==> src/rtl/lvdsdata_to_native_ex.sv <==
// Registered LVDS-word to native RGB/HS/VS/DE decoder with DE check and active-size measurement.
// Optional build macro LVDS_NATIVE_POL_AUTO_EN adds a sync-polarity normaliser in stage1.
module lvdsdata_to_native_ex #(
    parameter int C_PORT_NUM = 4,
    parameter int C_BPC      = 8,
    parameter int C_CNT_W    = 16
) (
    input  logic                      CLK_I,
    input  logic                      RSTN_I,
    input  logic [28*C_PORT_NUM-1:0]  LVDS_DATA_I,
    input  logic                      MAP_MODE_I,
    input  logic                      ERR_CLR_I,
    output logic [8*C_PORT_NUM-1:0]   R_O,
    output logic [8*C_PORT_NUM-1:0]   G_O,
    output logic [8*C_PORT_NUM-1:0]   B_O,
    output logic                      HS_O,
    output logic                      VS_O,
    output logic                      DE_O,
    output logic [C_CNT_W-1:0]        H_ACTIVE_O,
    output logic [C_CNT_W-1:0]        V_ACTIVE_O,
    output logic                      FRAME_DONE_O,
    output logic                      DE_ERR_O
);

    localparam logic [C_CNT_W:0] PORT_INC = (C_CNT_W+1)'(C_PORT_NUM);

    function automatic logic [7:0] map_field(input logic [7:0] v, input logic jeida);
        logic [7:0] res;
        if (C_BPC == 6)
            res = {v[5:0], v[5:4]};
        else if (jeida)
            res = {v[5:0], v[7:6]};
        else
            res = v;
        return res;
    endfunction

    function automatic logic [23:0] decode(input logic [27:0] w, input logic jeida);
        logic [7:0] vr;
        logic [7:0] vg;
        logic [7:0] vb;
        vr = {w[23], w[27], w[4],  w[8],  w[12], w[16], w[20], w[24]};
        vg = {w[15], w[19], w[9],  w[13], w[17], w[21], w[25], w[0]};
        vb = {w[7],  w[11], w[14], w[18], w[22], w[26], w[1],  w[5]};
        return {map_field(vr, jeida), map_field(vg, jeida), map_field(vb, jeida)};
    endfunction

    logic [8*C_PORT_NUM-1:0] r_d, g_d, b_d;
    logic [8*C_PORT_NUM-1:0] r_s1, g_s1, b_s1;
    logic                    mis_d, mis_s1;
    logic                    hs_in, vs_in, de_in;
    logic                    hs_norm, vs_norm;
    logic                    hs_s1, vs_s1, de_s1;

    logic [C_CNT_W-1:0]      h_cnt, h_last, v_cnt;
    logic [C_CNT_W-1:0]      h_inc, v_inc;
    logic [C_CNT_W:0]        h_sum;
    logic                    armed;
    logic                    de_fall, vs_rise;

    assign hs_in = LVDS_DATA_I[10];
    assign vs_in = LVDS_DATA_I[6];
    assign de_in = LVDS_DATA_I[2];

    always_comb begin
        r_d   = '0;
        g_d   = '0;
        b_d   = '0;
        mis_d = 1'b0;
        for (int p = 0; p < C_PORT_NUM; p++) begin
            {r_d[8*p +: 8], g_d[8*p +: 8], b_d[8*p +: 8]} = decode(LVDS_DATA_I[28*p +: 28], MAP_MODE_I);
            if (LVDS_DATA_I[28*p+2] != de_in)
                mis_d = 1'b1;
        end
    end

`ifdef LVDS_NATIVE_POL_AUTO_EN
    logic hs_idle, vs_idle;
    logic de_rise_in;

    // On the DE rising edge the new idle level is used straight away so that cycle is already normalised.
    assign de_rise_in = de_in & ~de_s1;
    assign hs_norm    = hs_in ^ (de_rise_in ? hs_in : hs_idle);
    assign vs_norm    = vs_in ^ (de_rise_in ? vs_in : vs_idle);

    always_ff @(posedge CLK_I or negedge RSTN_I) begin
        if (!RSTN_I) begin
            hs_idle <= 1'b0;
            vs_idle <= 1'b0;
        end else if (de_rise_in) begin
            hs_idle <= hs_in;
            vs_idle <= vs_in;
        end
    end
`else
    assign hs_norm = hs_in;
    assign vs_norm = vs_in;
`endif

    always_ff @(posedge CLK_I or negedge RSTN_I) begin
        if (!RSTN_I) begin
            r_s1   <= '0;
            g_s1   <= '0;
            b_s1   <= '0;
            hs_s1  <= 1'b0;
            vs_s1  <= 1'b0;
            de_s1  <= 1'b0;
            mis_s1 <= 1'b0;
        end else begin
            r_s1   <= r_d;
            g_s1   <= g_d;
            b_s1   <= b_d;
            hs_s1  <= hs_norm;
            vs_s1  <= vs_norm;
            de_s1  <= de_in;
            mis_s1 <= mis_d;
        end
    end

    // A clear arriving together with a new mismatch must not drop the flag.
    always_ff @(posedge CLK_I or negedge RSTN_I) begin
        if (!RSTN_I) begin
            R_O      <= '0;
            G_O      <= '0;
            B_O      <= '0;
            HS_O     <= 1'b0;
            VS_O     <= 1'b0;
            DE_O     <= 1'b0;
            DE_ERR_O <= 1'b0;
        end else begin
            R_O      <= r_s1;
            G_O      <= g_s1;
            B_O      <= b_s1;
            HS_O     <= hs_s1;
            VS_O     <= vs_s1;
            DE_O     <= de_s1;
            DE_ERR_O <= (DE_ERR_O & ~ERR_CLR_I) | mis_s1;
        end
    end

    // Stage2 DE/VS registers double as the previous stage1 values for edge detection.
    assign de_fall = DE_O & ~de_s1;
    assign vs_rise = vs_s1 & ~VS_O;
    assign h_sum   = {1'b0, h_cnt} + PORT_INC;
    assign h_inc   = h_sum[C_CNT_W] ? {C_CNT_W{1'b1}} : h_sum[C_CNT_W-1:0];
    assign v_inc   = (&v_cnt) ? v_cnt : v_cnt + C_CNT_W'(1);

    always_ff @(posedge CLK_I or negedge RSTN_I) begin
        if (!RSTN_I) begin
            h_cnt        <= '0;
            h_last       <= '0;
            v_cnt        <= '0;
            armed        <= 1'b0;
            H_ACTIVE_O   <= '0;
            V_ACTIVE_O   <= '0;
            FRAME_DONE_O <= 1'b0;
        end else begin
            FRAME_DONE_O <= 1'b0;
            if (de_s1)
                h_cnt <= h_inc;
            if (de_fall) begin
                h_last <= h_cnt;
                h_cnt  <= '0;
                v_cnt  <= v_inc;
            end
            if (vs_rise) begin
                if (armed) begin
                    H_ACTIVE_O   <= de_fall ? h_cnt : h_last;
                    V_ACTIVE_O   <= de_fall ? v_inc : v_cnt;
                    FRAME_DONE_O <= 1'b1;
                end
                v_cnt <= '0;
                armed <= 1'b1;
            end
        end
    end

endmodule

==> config.mk <==
export PLATFORM = sky130hd
export DESIGN_NAME = lvdsdata_to_native_ex
export DESIGN_NICKNAME = d
export VERILOG_FILES = /design/src/rtl/lvdsdata_to_native_ex.sv
export SDC_FILE = /design/constraint.sdc
export NUM_CORES = 1
export LEC_CHECK = 0
export BUFFER_PORTS_ARGS = -buffer_cell sky130_fd_sc_hd__buf_2
export CORE_UTILIZATION = 56
export DETAILED_ROUTE_END_ITERATION = 10
export GPL_TIMING_DRIVEN = 0
export HOLD_SLACK_MARGIN = 0.02
export PLACE_DENSITY = 0.84
export REMOVE_ABC_BUFFERS = 1
export SYNTH_ARGS = -nofsm -noshare
export SYNTH_HDL_FRONTEND = slang
export SYNTH_SLANG_ARGS = --single-unit
export TNS_END_PERCENT = 100
==> constraint.sdc <==
create_clock -name CLK_I -period 3.1 [get_ports CLK_I]
set_input_delay 0.465 -clock CLK_I [delete_from_list [all_inputs] [get_ports CLK_I]]
set_output_delay 0.465 -clock CLK_I [all_outputs]
set_load 0.02 [all_outputs]
==> out/qor.txt <==
Status -> finished, final reports clean
#FFs+latches synth -> 281
Hold_ws -> 39.2 ps
Post-Synth Simple-Gate Area -> 8.41%
Clock sinks -> 281
Number of synthesized flops with an enable pin -> 0
Placeable core area -> 16800 um2
Layout Nets -> 1025
First-pass GRT wire length -> 32800 um
Pleak -> 5.77 nW
Proportion of layout cells with a drive suffix above 1 -> 42.9%
Synth Area in XOR/XNOR -> 0.0903%
DRT met1 WL -> 7740 um
Min-delay src -> LVDS_DATA_I[10]
CP endpoint kind -> flop
Dpl ws -> -575 ps
Comb power frac -> 9.6%
Num ports -> 249
Critical Path Start Type -> flop
Row cnt -> 47
Sw Pwr -> 1.92 mW
Die Width -> 134 um
ANT nets after route -> 0
Vias in the first global route -> 6494
Register area share after synthesis -> 72.5%
# diodes -> 0
Met2 Routed Length -> 10300 um
F_max -> 341 MHz
CP max-delay cell -> nand2_1
Die height -> 134 um
H-tree Lvls -> 1
Worst vdd ir -> 569 uV
DP Wirelength -> 13500 um
Tmin final -> 2930 ps
Worst Setup SP -> VS_O
GRT Total Usage -> 23.8%
Slowest stage delay, CP -> 760 ps
Post-synth ARST share -> 100%
Reg2reg start -> VS_O
Setup violators final -> 0
Arrival time worst endpoint -> 3350 ps
Commonest non-fill, non-tap cell in the layout -> dfrtp_1
Vias per Instance -> 5.31
CTS tree -> built
Peak fanout along the critical path -> 42
Synth Area in Adders -> 0.258%
Clk Latency, worst-skew pair -> 530 ps
Worst-path clk slew -> 60 ps
Synth-to-Final Area Change -> 24.2%
Largest family of logic cells by synthesized area -> multiplexers
Total grt overflow -> 0
GPL Wtd Cong -> 0.784
Slew Limit Fails -> 0
Internal power -> 6.06 mW
Port bufs -> 238
WS Path Type -> reg2reg
Max_cap viols -> 0
Max_slew headroom -> 18.7%
Commonest non-fill, non-tap cells in the layout -> 281 x dfrtp_1, 236 x buf_2, 110 x mux2_2
Final hold viol count -> 0
Distinct cell type count after synthesis -> 43
Clock Skew -> 12.9 ps
Max layer used -> met4
Gate Count Post-Synth -> 663
Setup ws final -> 167 ps
WL met3 -> 1860 um
Die Area -> 17800 um2
Worst-path cell chain -> nor2b_2, nand2_1, clkinv_2, nor2_1, a31oi_1
Largest net degree at the start of global routing -> 135
Antenna violations before repair -> 1
Mean Syn Cell Area -> 14.6 um2
Drt drc -> 0
Starting Density -> 57.8%
Wirelength per Cell -> 17.9 um
Clk pwr share -> 40.0%
Hold Crit Class -> in2reg
Synth Warn # -> 0
Seq pwr share -> 50.5%
Mux cell area share after synthesis -> 13.2%
Final Cycle Share -> 94.6%
Starting DRC count in detailed routing -> 404
WL final -> 20500 um
Compound-Gate Fraction of Synth Area -> 4.23%
CP Data Required Time -> 3520 ps
Sw frac -> 24.1%
Total CTS buffers -> 27
Netlist Area Pre-Place -> 9700 um2
Unrepaired setup endpoints after global routing -> no
Via Count -> 6092
CTS Root Cell -> clkbuf_16
Synth Flop Type -> dfrtp_1
CTS Buffer Depth -> 3
PD cells -> 663 nW/um2
Actual slew at the worst max-slew pin -> 1220 ps
Setup Buffers After CTS -> 0
First-pass iteration count of the detailed router -> 5
power groups by stage:
stage / registers [mW] / clock network (mW) / logic [mW]
after global placement: 4.07 / 0 / 0.732
after CTS: 4.03 / 3.25 / 0.771
after global routing: 4.05 / 3.38 / 0.826
after floorplan: 4.25 / 0 / 0.194
final: 4.03 / 3.19 / 0.763
after detailed placement: 4.09 / 0 / 0.762
critical path, delay by kind of cell (launching register included):
kind / cells / cell delay, ps
AOI/OAI and AO/OA: 1 / 210
buffers and inverters: 1 / 710
DFF: 1 / 390
and+or+nand+nor: 3 / 1490
routing by layer:
metal  global-route usage, %  vias up
li1                        -     2824
met1                    28.0     2992
met2                    40.9      223
met3                    8.41       53
met4                    7.77        0
met5                       0        -
area by class of cell:
type | instances | area [um2]
clock buffer | 42 | 792
clock inverter | 8 | 82.6
fill | 1088 | 4720
inverter | 6 | 23.8
multi-input combinational | 349 | 2540
sequential | 281 | 7030
tap | 220 | 275
timing repair buffer | 242 | 1300
worst paths after layout:
kind / end / slack [ps] / cells past startpoint
max in group asynchronous: g_s1[3] / 1330 / 4
min: hs_s1 / 40 / 1
min reg2reg: R_O[31] / 350 / 0
min in group asynchronous: V_ACTIVE_O[5] / 440 / 2
max reg2reg: H_ACTIVE_O[0] / 170 / 5
max: H_ACTIVE_O[0] / 170 / 5
registers in the layout, indices dropped and copies added, names as in the netlist, 15 cells and up:
register	count
h_last	16
g_s1	32
R_O	32
b_s1	32
B_O	32
G_O	32
v_cnt	16
V_ACTIVE_O	16
h_cnt	15
H_ACTIVE_O	16
r_s1	32
kinds of logic (layout without fill, tap and decap cells):
group           count (synthesis)  in the layout
buf+inv                        33            298
mux                           114            114
xor+xnor                        1              1
simple gates                  165            165
compound gates                 67             67
flops                         281            281
fa+ha+maj                       2              2
metrics by stage:
step | area (um2) | TNS [ps] | instances | utilization, % | power (mW)
global placement | 11100 | -906930 | 1094 | 66.0 | 4.81
CTS | 12000 | 0 | 1148 | 71.9 | 8.05
global route | 12000 | 0 | 1148 | 71.9 | 8.25
floorplan | 9590 | 0 | 636 | - | 4.44
finish | 12000 | 0 | 1148 | 71.9 | 7.98
detailed placement | 11200 | -13630 | 1097 | 66.6 | 4.85
synth_stat cells (4+ instances only):
master	number	share of area, %
dfrtp_1	281	73
mux2_2	110	13
nand2_1	71	2.7
nor2_1	24	0.93
clkbuf_1	22	0.85
nand3_1	18	0.93
o21ai_0	18	0.93
a21oi_1	14	0.72
a31oi_1	14	0.90
or3_1	11	0.71
nand4_1	7	0.45
o211ai_1	7	0.54
nor3_1	6	0.31
nor4_1	6	0.39
inv_1	5	0.19
or4_1	5	0.39
buf_1	4	0.15
mux2i_1	4	0.41
timing repair:
| action | 4_1_cts | 5_1_grt |
|---|---|---|
| hold buffers | 1 | 0 |
| endpoints found under the hold margin | 51 | 0 |
| endpoints found under the setup margin | 29 | 0 |
| gates resized for setup | 2 | 0 |
Power figures use the tool's default switching activity.
